### src/rtl/core_seq_ctrl.sv
// core_seq_ctrl - instruction sequencer for the TOY core.
//
// Fetches 16-bit instructions over a req/ack memory port, decodes them,
// drives the register-file read/write ports, sequences the shared ALU
// (registered inputs, 1-cycle result) and resolves branches, jumps,
// loads, stores and halt.
//
// Ports:
//   clk_i, rst_i               clock, asynchronous active-low reset
//   start_i                    start at PC_RESET (only from IDLE or HALT)
//   halted_o, pc_o             halt status, current PC
//   mem_req_o/we_o/addr_o/wdata_o, mem_rdata_i, mem_ack_i
//                              memory handshake port
//   rf_ra_o, rf_rb_o, rf_rdata_a_i, rf_rdata_b_i
//                              combinational register-file reads
//   rf_we_o, rf_wa_o, rf_wdata_o
//                              register-file write (1-cycle strobe)
//   alu_op_o, alu_a_o, alu_b_o, alu_c_i
//                              ALU operands and result
//   retired_o                  retired-instruction counter, present only
//                              when CORE_SEQ_CTRL_PERF_EN is defined
module core_seq_ctrl #(
    parameter int             AW       = 8,
    parameter int             DW       = 16,
    parameter logic [AW-1:0]  PC_RESET = 8'h10
) (
    input  logic          clk_i,
    input  logic          rst_i,
    input  logic          start_i,
    output logic          halted_o,
    output logic [AW-1:0] pc_o,
    output logic          mem_req_o,
    output logic          mem_we_o,
    output logic [AW-1:0] mem_addr_o,
    output logic [DW-1:0] mem_wdata_o,
    input  logic [DW-1:0] mem_rdata_i,
    input  logic          mem_ack_i,
    output logic [3:0]    rf_ra_o,
    output logic [3:0]    rf_rb_o,
    input  logic [DW-1:0] rf_rdata_a_i,
    input  logic [DW-1:0] rf_rdata_b_i,
    output logic          rf_we_o,
    output logic [3:0]    rf_wa_o,
    output logic [DW-1:0] rf_wdata_o,
    output logic [2:0]    alu_op_o,
    output logic [DW-1:0] alu_a_o,
    output logic [DW-1:0] alu_b_o,
    input  logic [DW-1:0] alu_c_i
`ifdef CORE_SEQ_CTRL_PERF_EN
    ,
    output logic [31:0]   retired_o
`endif
);

    typedef enum logic [2:0] {
        IDLE, FETCH, DECODE, EXEC, WB, MEM, HALT
    } state_t;

    state_t        state_q, state_d;
    logic [AW-1:0] pc_q, pc_d;
    logic [DW-1:0] ir_q, ir_d;
    logic [AW-1:0] maddr_q, maddr_d;
    logic [DW-1:0] mwdata_q, mwdata_d;

    logic [3:0] op, fd, fs, ft;
    logic [7:0] faddr;
    logic       rd_sel;
    logic       rf_span;

    assign op    = ir_q[15:12];
    assign fd    = ir_q[11:8];
    assign fs    = ir_q[7:4];
    assign ft    = ir_q[3:0];
    assign faddr = ir_q[7:0];

    // Port A reads R[d] for ops that consume it. Op B is included because its
    // store data is R[d] and its source field s is otherwise unused.
    assign rd_sel  = (op == 4'h9) || (op == 4'hB) || (op == 4'hC) ||
                     (op == 4'hD) || (op == 4'hE);
    assign rf_span = (state_q == DECODE) || (state_q == EXEC) ||
                     (state_q == WB) || (state_q == MEM);

    assign rf_ra_o  = rf_span ? (rd_sel ? fd : fs) : 4'h0;
    assign rf_rb_o  = rf_span ? ft : 4'h0;
    assign halted_o = (state_q == HALT);
    assign pc_o     = pc_q;

    always_ff @(posedge clk_i or negedge rst_i) begin
        if (!rst_i) begin
            state_q  <= IDLE;
            pc_q     <= PC_RESET;
            ir_q     <= '0;
            maddr_q  <= '0;
            mwdata_q <= '0;
        end else begin
            state_q  <= state_d;
            pc_q     <= pc_d;
            ir_q     <= ir_d;
            maddr_q  <= maddr_d;
            mwdata_q <= mwdata_d;
        end
    end

    always_comb begin
        state_d     = state_q;
        pc_d        = pc_q;
        ir_d        = ir_q;
        maddr_d     = maddr_q;
        mwdata_d    = mwdata_q;
        mem_req_o   = 1'b0;
        mem_we_o    = 1'b0;
        mem_addr_o  = '0;
        mem_wdata_o = '0;
        rf_we_o     = 1'b0;
        rf_wa_o     = '0;
        rf_wdata_o  = '0;
        alu_op_o    = '0;
        alu_a_o     = '0;
        alu_b_o     = '0;

        case (state_q)
            IDLE, HALT: begin
                if (start_i) begin
                    pc_d    = PC_RESET;
                    state_d = FETCH;
                end
            end
            FETCH: begin
                mem_req_o  = 1'b1;
                mem_addr_o = pc_q;
                if (mem_ack_i) begin
                    ir_d    = mem_rdata_i;
                    pc_d    = pc_q + AW'(1);
                    state_d = DECODE;
                end
            end
            DECODE: begin
                case (op)
                    4'h0: state_d = HALT;
                    4'h1, 4'h2, 4'h3, 4'h4, 4'h5, 4'h6, 4'h7: state_d = EXEC;
                    4'h8, 4'h9: begin
                        // Address and store data are captured here so they
                        // stay stable for the whole memory handshake.
                        maddr_d  = AW'(faddr);
                        mwdata_d = (op == 4'h9) ? rf_rdata_a_i : '0;
                        state_d  = MEM;
                    end
                    4'hA, 4'hB: begin
                        maddr_d  = AW'(rf_rdata_b_i[7:0]);
                        mwdata_d = (op == 4'hB) ? rf_rdata_a_i : '0;
                        state_d  = MEM;
                    end
                    4'hC: begin
                        if (rf_rdata_a_i == '0) pc_d = AW'(faddr);
                        state_d = FETCH;
                    end
                    4'hD: begin
                        if (!rf_rdata_a_i[DW-1] && (rf_rdata_a_i != '0))
                            pc_d = AW'(faddr);
                        state_d = FETCH;
                    end
                    4'hE: begin
                        pc_d    = AW'(rf_rdata_a_i[7:0]);
                        state_d = FETCH;
                    end
                    default: begin
                        // Jump-and-link: pc_q already points past this word.
                        rf_we_o    = (fd != 4'h0);
                        rf_wa_o    = fd;
                        rf_wdata_o = DW'(pc_q);
                        pc_d       = AW'(faddr);
                        state_d    = FETCH;
                    end
                endcase
            end
            EXEC: begin
                alu_op_o = (op == 4'h7) ? 3'd7 : (op[2:0] - 3'd1);
                alu_a_o  = rf_rdata_a_i;
                alu_b_o  = (op == 4'h7) ? DW'(faddr) : rf_rdata_b_i;
                state_d  = WB;
            end
            WB: begin
                rf_we_o    = (fd != 4'h0);
                rf_wa_o    = fd;
                rf_wdata_o = alu_c_i;
                state_d    = FETCH;
            end
            MEM: begin
                mem_req_o   = 1'b1;
                mem_we_o    = op[0];
                mem_addr_o  = maddr_q;
                mem_wdata_o = mwdata_q;
                if (mem_ack_i) begin
                    if (!op[0]) begin
                        rf_we_o    = (fd != 4'h0);
                        rf_wa_o    = fd;
                        rf_wdata_o = mem_rdata_i;
                    end
                    state_d = FETCH;
                end
            end
            default: state_d = IDLE;
        endcase
    end

`ifdef CORE_SEQ_CTRL_PERF_EN
    logic retire;
    assign retire = (state_q == WB) ||
                    ((state_q == MEM) && mem_ack_i) ||
                    ((state_q == DECODE) && (op >= 4'hC));

    always_ff @(posedge clk_i or negedge rst_i) begin
        if (!rst_i)      retired_o <= '0;
        else if (retire) retired_o <= retired_o + 32'd1;
    end
`endif

endmodule

### config.mk
export PLATFORM = sky130hd
export DESIGN_NAME = core_seq_ctrl
export DESIGN_NICKNAME = d
export VERILOG_FILES = /design/src/rtl/core_seq_ctrl.sv
export SDC_FILE = /design/constraint.sdc
export NUM_CORES = 1
export LEC_CHECK = 0
export CAP_MARGIN = 20
export CORE_UTILIZATION = 40
export DETAILED_ROUTE_END_ITERATION = 8
export HOLD_SLACK_MARGIN = 0.12
export PLACE_DENSITY = 0.9
export SYNTH_ARGS = -nofsm -noshare
export SYNTH_HDL_FRONTEND = slang
export SYNTH_SLANG_ARGS = --single-unit
### constraint.sdc
create_clock -name clk_i -period 4.15 [get_ports clk_i]
set_input_delay 0.6225 -clock clk_i [delete_from_list [all_inputs] [get_ports clk_i]]
set_output_delay 0.6225 -clock clk_i [all_outputs]
set_load 0.05 [all_outputs]
# Word level (Yosys, flattened, before mapping)

Cells that the tools add are included.

Bits in registers: 51
Input bits: 68
Output and inout bits: 99
Word-level logic and storage cells: 100

Add/sub/neg operators: 2
Equality and inequality tests: 26
Multiplexer cells: 39
Reductions and logical operators: 28

Operators by type and width:

| cell                                                 | number |
|---|---|
| two-way mux 16 bit                                   | 8 |
| case mux 16 bit (3 select lines)                     | 1 |
| two-way mux 8 bit                                    | 5 |
| case mux 16 bit (2 select lines)                     | 1 |
| case mux 8 bit (2 select lines)                      | 2 |
| case mux 8 bit (4 select lines)                      | 1 |
| equality test 4 bit (second input constant)          | 7 |
| two-way mux 4 bit                                    | 6 |
| case mux 8 bit (3 select lines)                      | 1 |
| case mux 3 bit (6 select lines)                      | 1 |
| equality test 4 x 3 -> 1 bit (second input constant) | 4 |
| logical NOT 16 bit                                   | 1 |
| nonzero test 16 bit                                  | 1 |
| two-way mux 3 bit                                    | 5 |
| OR reduction 15 bit                                  | 1 |
| case mux 4 bit (3 select lines)                      | 1 |
| OR reduction 12 bit                                  | 1 |
| equality test 3 bit (second input constant)          | 3 |
| case mux 3 bit (3 select lines)                      | 1 |
| adder 8 x 1 -> 8 bit (second input constant)         | 1 |
| equality test 4 x 2 -> 1 bit (second input constant) | 2 |
| != test 2 bit (second input constant)                | 4 |
| OR reduction 2 bit                                   | 4 |
| logical OR 1 bit                                     | 7 |
| 19 further kinds                                     | 26 |

# Logic depth before layout (Yosys ltp)

Depth in word-level cells: 7
Depth in mapped cells: 9
Depth with buffers taken out: 7

# Least setup slack after synthesis

Ideal clock, no wire load.

Kind: reg2out
Start point: register ir_q[12]
End point: output rf_wa_o[0]
Data arrival time: 2,538 ps
Required time: 3,527 ps
Path slack: 990 ps
Stages on the path, launching flop included: 8
Buffers on the path: 0
Cell sequence: dfrtp_1 -> inv_1 -> ha_1 -> a2111oi_2 -> a21oi_1 -> a211oi_4 -> nor3_2 -> nor2b_1

Cells in the longest elaborated chain, start to end: 4
Elaborated cells on any way between the ends: 20
Those cells by class: 14 x eq/ne; 4 x mux; 2 x reduce/logical

Ends and longest elaborated chain:

| item                                              | RTL line | text |
|---|---|---|
| start: declaration                                | 61       | `logic [DW-1:0] ir_q, ir_d;` |
| start signal: assignment                          | 98       | `ir_q <= ir_d;` |
| equality test 4 bit, or another cell as far along | 138      | `case (op)` |
| OR reduction 15 bit (no line)                     | n/a      |  |
| two-way mux 4 bit                                 | 138      |  |
| case mux 4 bit (3 select lines) *                 | 121      | `case (state_q)` |
| end: declaration                                  | 43       | `output logic [3:0] rf_wa_o,` |

Mark *: on every way between the ends. The rest lies on a longest branch, timed or not.

# Final worst setup path

Start point: register ir_q[12]
End point: output rf_ra_o[0]

Cells in the longest elaborated chain, start to end: 7
Elaborated cells on any way between the ends: 11
Those cells by class: 5 x eq/ne; 2 x mux; 4 x reduce/logical

Ends and longest elaborated chain:

| item                             | RTL line | text |
|---|---|---|
| equality test 4 bit              | 78       | `assign rd_sel = (op == 4'h9) \|\| (op == 4'hB) \|\| (op == 4'hC) \|\|` |
| logical OR 1 bit (3 in a row)    | 78       |  |
| logical OR 1 bit *               | 79       | `(op == 4'hD) \|\| (op == 4'hE);` |
| two-way mux 4 bit * (2 in a row) | 83       | `assign rf_ra_o = rf_span ? (rd_sel ? fd : fs) : 4'h0;` |
| end: declaration                 | 38       | `output logic [3:0] rf_ra_o,` |

Marks and branches as above.

==> metrics.yaml <==
setup_path:
  critical_path_required_ps: 3530
  regToRegStartpoint: "state_q[2]"
  cp.arrival_ps: 2900
  cp-end-kind: "output port"
  worstSetupPathType: "flip-flop to output port"
  r2r-end: "pc_o[0]"
  worstSetupStartpoint: "ir_q[12]"
  r2r_slack_ps: 1440
  cp_max_fo: 6
  worstRegToRegCells: 7
  start_kind: "flip-flop"
final_layout:
  stdcell_count: 628
  drive_gt1_share_pct: 13.2
  fin_nets: 597
  fillers: 691
  syn_to_final_growth_pct: 49.6
  fin_area_sq_um: 5290
  n_antenna_cell: 0
logic_synthesis:
  synthCells: 369
  synth_commonest_cells: "dfrtp_1, mux2i_1, and3_1, nor2_1, a22o_1"
  async_flop_share_pct: 100
  synth_area_leaders: "dfrtp_1, mux2i_1, mux2_2"
  synth_nets: 444
  synth_edf_count: 0
  synth_seq_cells: 51
  yosysSeqAreaShare_pct: 36.1
  synth_top_flop_cell: "dfrtp_1"
  avgSynthCellArea_sq_um: 9.58
  yosys.area.top_type: "dfrtp_1"
  synth.top_cell.area_share_pct: 35.4
  synth_cell_types: 47
  syn_area_sq_um: 3530
  yosysWarnings: 0
  yosysMostFrequentCell: "dfrtp_1"
clock_network:
  cts_setup_buffers: 0
  cts_buffers: 5
  cts_num_sinks: 51
  cts.repair.resized: 0
  cts_hold_repair.buffers: 0
  clock_path_buffers: 2
  h-tree-depth: 2
  cts_tree: "built"
  insertion_delay_ps: 300
  clock-root-buffer: "clkbuf_8"
  clkTransAtPathRegs_ps: 90
pwr:
  power.leakage_uw: 0.00247
  vdd_drop_max_mv: 0.750
  powerDensity_nw_per_um2: 766
placement:
  place_ws_ps: 952
  dp_hpwl_um: 8730
  place_inst: 620
  place_congestion: 0.897
  numPortBuffers: 166
  place_area_sq_um: 5180
grt:
  grt_pass1_wl_um: 17900
  use_met1_pct: 31.9
  busiest_layer: "met2"
  grtUsageMet2_pct: 45.6
  grt_overflow_total: 0
  antenna_found_initial: 0
  grt_use_met3_pct: 4.66
  grt_pass1_vias: 3542
  grt_max_degree: 52
  grt_use_total_pct: 25.4
floorplanning:
  coreArea_sq_um: 8380
  row_count: 33
  die_h_um: 96.0
  io_pins: 167
  dieWidth_um: 96.0
  die-area_sq_um: 9220
  initial_utilization_pct: 42.2
run:
  drv_cap: 0
sta:
  max_slew_margin_pct: 28.6
  setup_ws_ps: 625
  whs_ps: 425
  setup_violations: 0
  final.setup.tns_ps: 0
  max_freq_mhz: 284
  tightestPinTransition_ps: 1070
  finalCritPeriodShare_pct: 84.9
  layout_min_cycle_time_ps: 3520
  rsz0062_at_grt: "no"
  maxSlewViolCount: 0
  finalHoldViolations: 0
  skew_ps: 7.33
detailed_routing:
  drtAntennaViolNets: 0
  drt_iter0_markers: 251
  route.detailed.drc: 0
  avgViaCountPerCell: 5.73
  drt_wl_total_um: 11500
  wire_per_inst_um: 18.3
  via_count: 3597
  firstDrtPassIters: 5
hold_path:
  min_path_type: "primary input to asynchronous set/reset pin"
outcome:
  status: "completed"
[state kept, by name (all words and copies together) (netlist names)]
register,flops
maddr_q,8
pc_o,8
state_q,3
ir_q,16
mwdata_q,16
[cell families (layout without fill, tap and decap cells)]
family	count (synthesis)	count (layout)	share of synthesized area (%)
AND/OR/NAND/NOR	131	131	21.0
XOR/XNOR	9	9	2.23
adder cells (fa/ha/maj)	7	7	2.48
flip-flops	51	51	36.1
multiplexers	55	55	16.3
buffers and inverters	42	196	5.45
AO/OA/AOI/OAI	74	74	16.4
[metal layers]
| metal | wire length (um) | up-vias |
|---|---|---|
| met2 | 5730 | 218 |
| met1 | 4550 | 1720 |
| met4 | 125 | 0 |
| li1 | - | 1651 |
| met5 | 0 | - |
| met3 | 1090 | 8 |
[worst max-delay path by stage]
| stage | end | slack (ps) | depth (start not counted) |
|---|---|---|---|
| after floorplan | rf_wa_o[0] | 990 | 7 |
| after global placement | rf_wa_o[2] | 1040 | 6 |
| after detailed placement | rf_ra_o[1] | 950 | 8 |
| after CTS | rf_ra_o[2] | 620 | 8 |
| after global routing | rf_ra_o[3] | 370 | 8 |
| final | rf_ra_o[0] | 630 | 8 |
[cell type report]
cell class | count | area, sq um | share of cell area, %
inverters | 16 | 60.1 | 1.14
well taps | 105 | 131 | 2.49
repair buffers | 172 | 1650 | 31.2
clock buffers | 7 | 96.3 | 1.82
clock inverters | 1 | 7.51 | 0.142
multi-input cells | 276 | 2060 | 39.1
flip-flops and latches | 51 | 1280 | 24.2
[worst max-delay path, stage by stage, from the launching register on]
cell             delay [ps]
dfrtp_1                 430
inv_1                   180
ha_1                    330
nor3b_1                  90
o21bai_1                270
nand2_1                 220
mux2i_1                 170
nor2_1                  100
clkdlybuf4s50_1         810
[cells in the final DEF, fill, tap and decap left out, types with 9 or more instances in the layout]
master,n
o21ai_0,14
mux2i_1,34
inv_1,16
clkdlybuf4s50_1,144
nand3_1,9
and2_1,21
nand2_1,17
nor2_1,28
and3_1,28
dfrtp_1,50
buf_4,27
a22o_1,26
mux2_2,21
[report_power, final]
part           switching (uW)  leakage (uW)  total [uW]  internal (uW)
clock                     163     0.0000505         315            152
sequential                276      0.000642         994            718
combinational            1710       0.00178        2740           1020
[through the flow]
stage                     util, %  total power (uW)
after floorplan                 -              2900
after global placement       61.8              3660
after detailed placement     61.8              3730
after CTS                    63.1              4040
after global routing         63.1              4280
final                        63.1              4050
No activity file was read; power rests on OpenSTA's default activity.
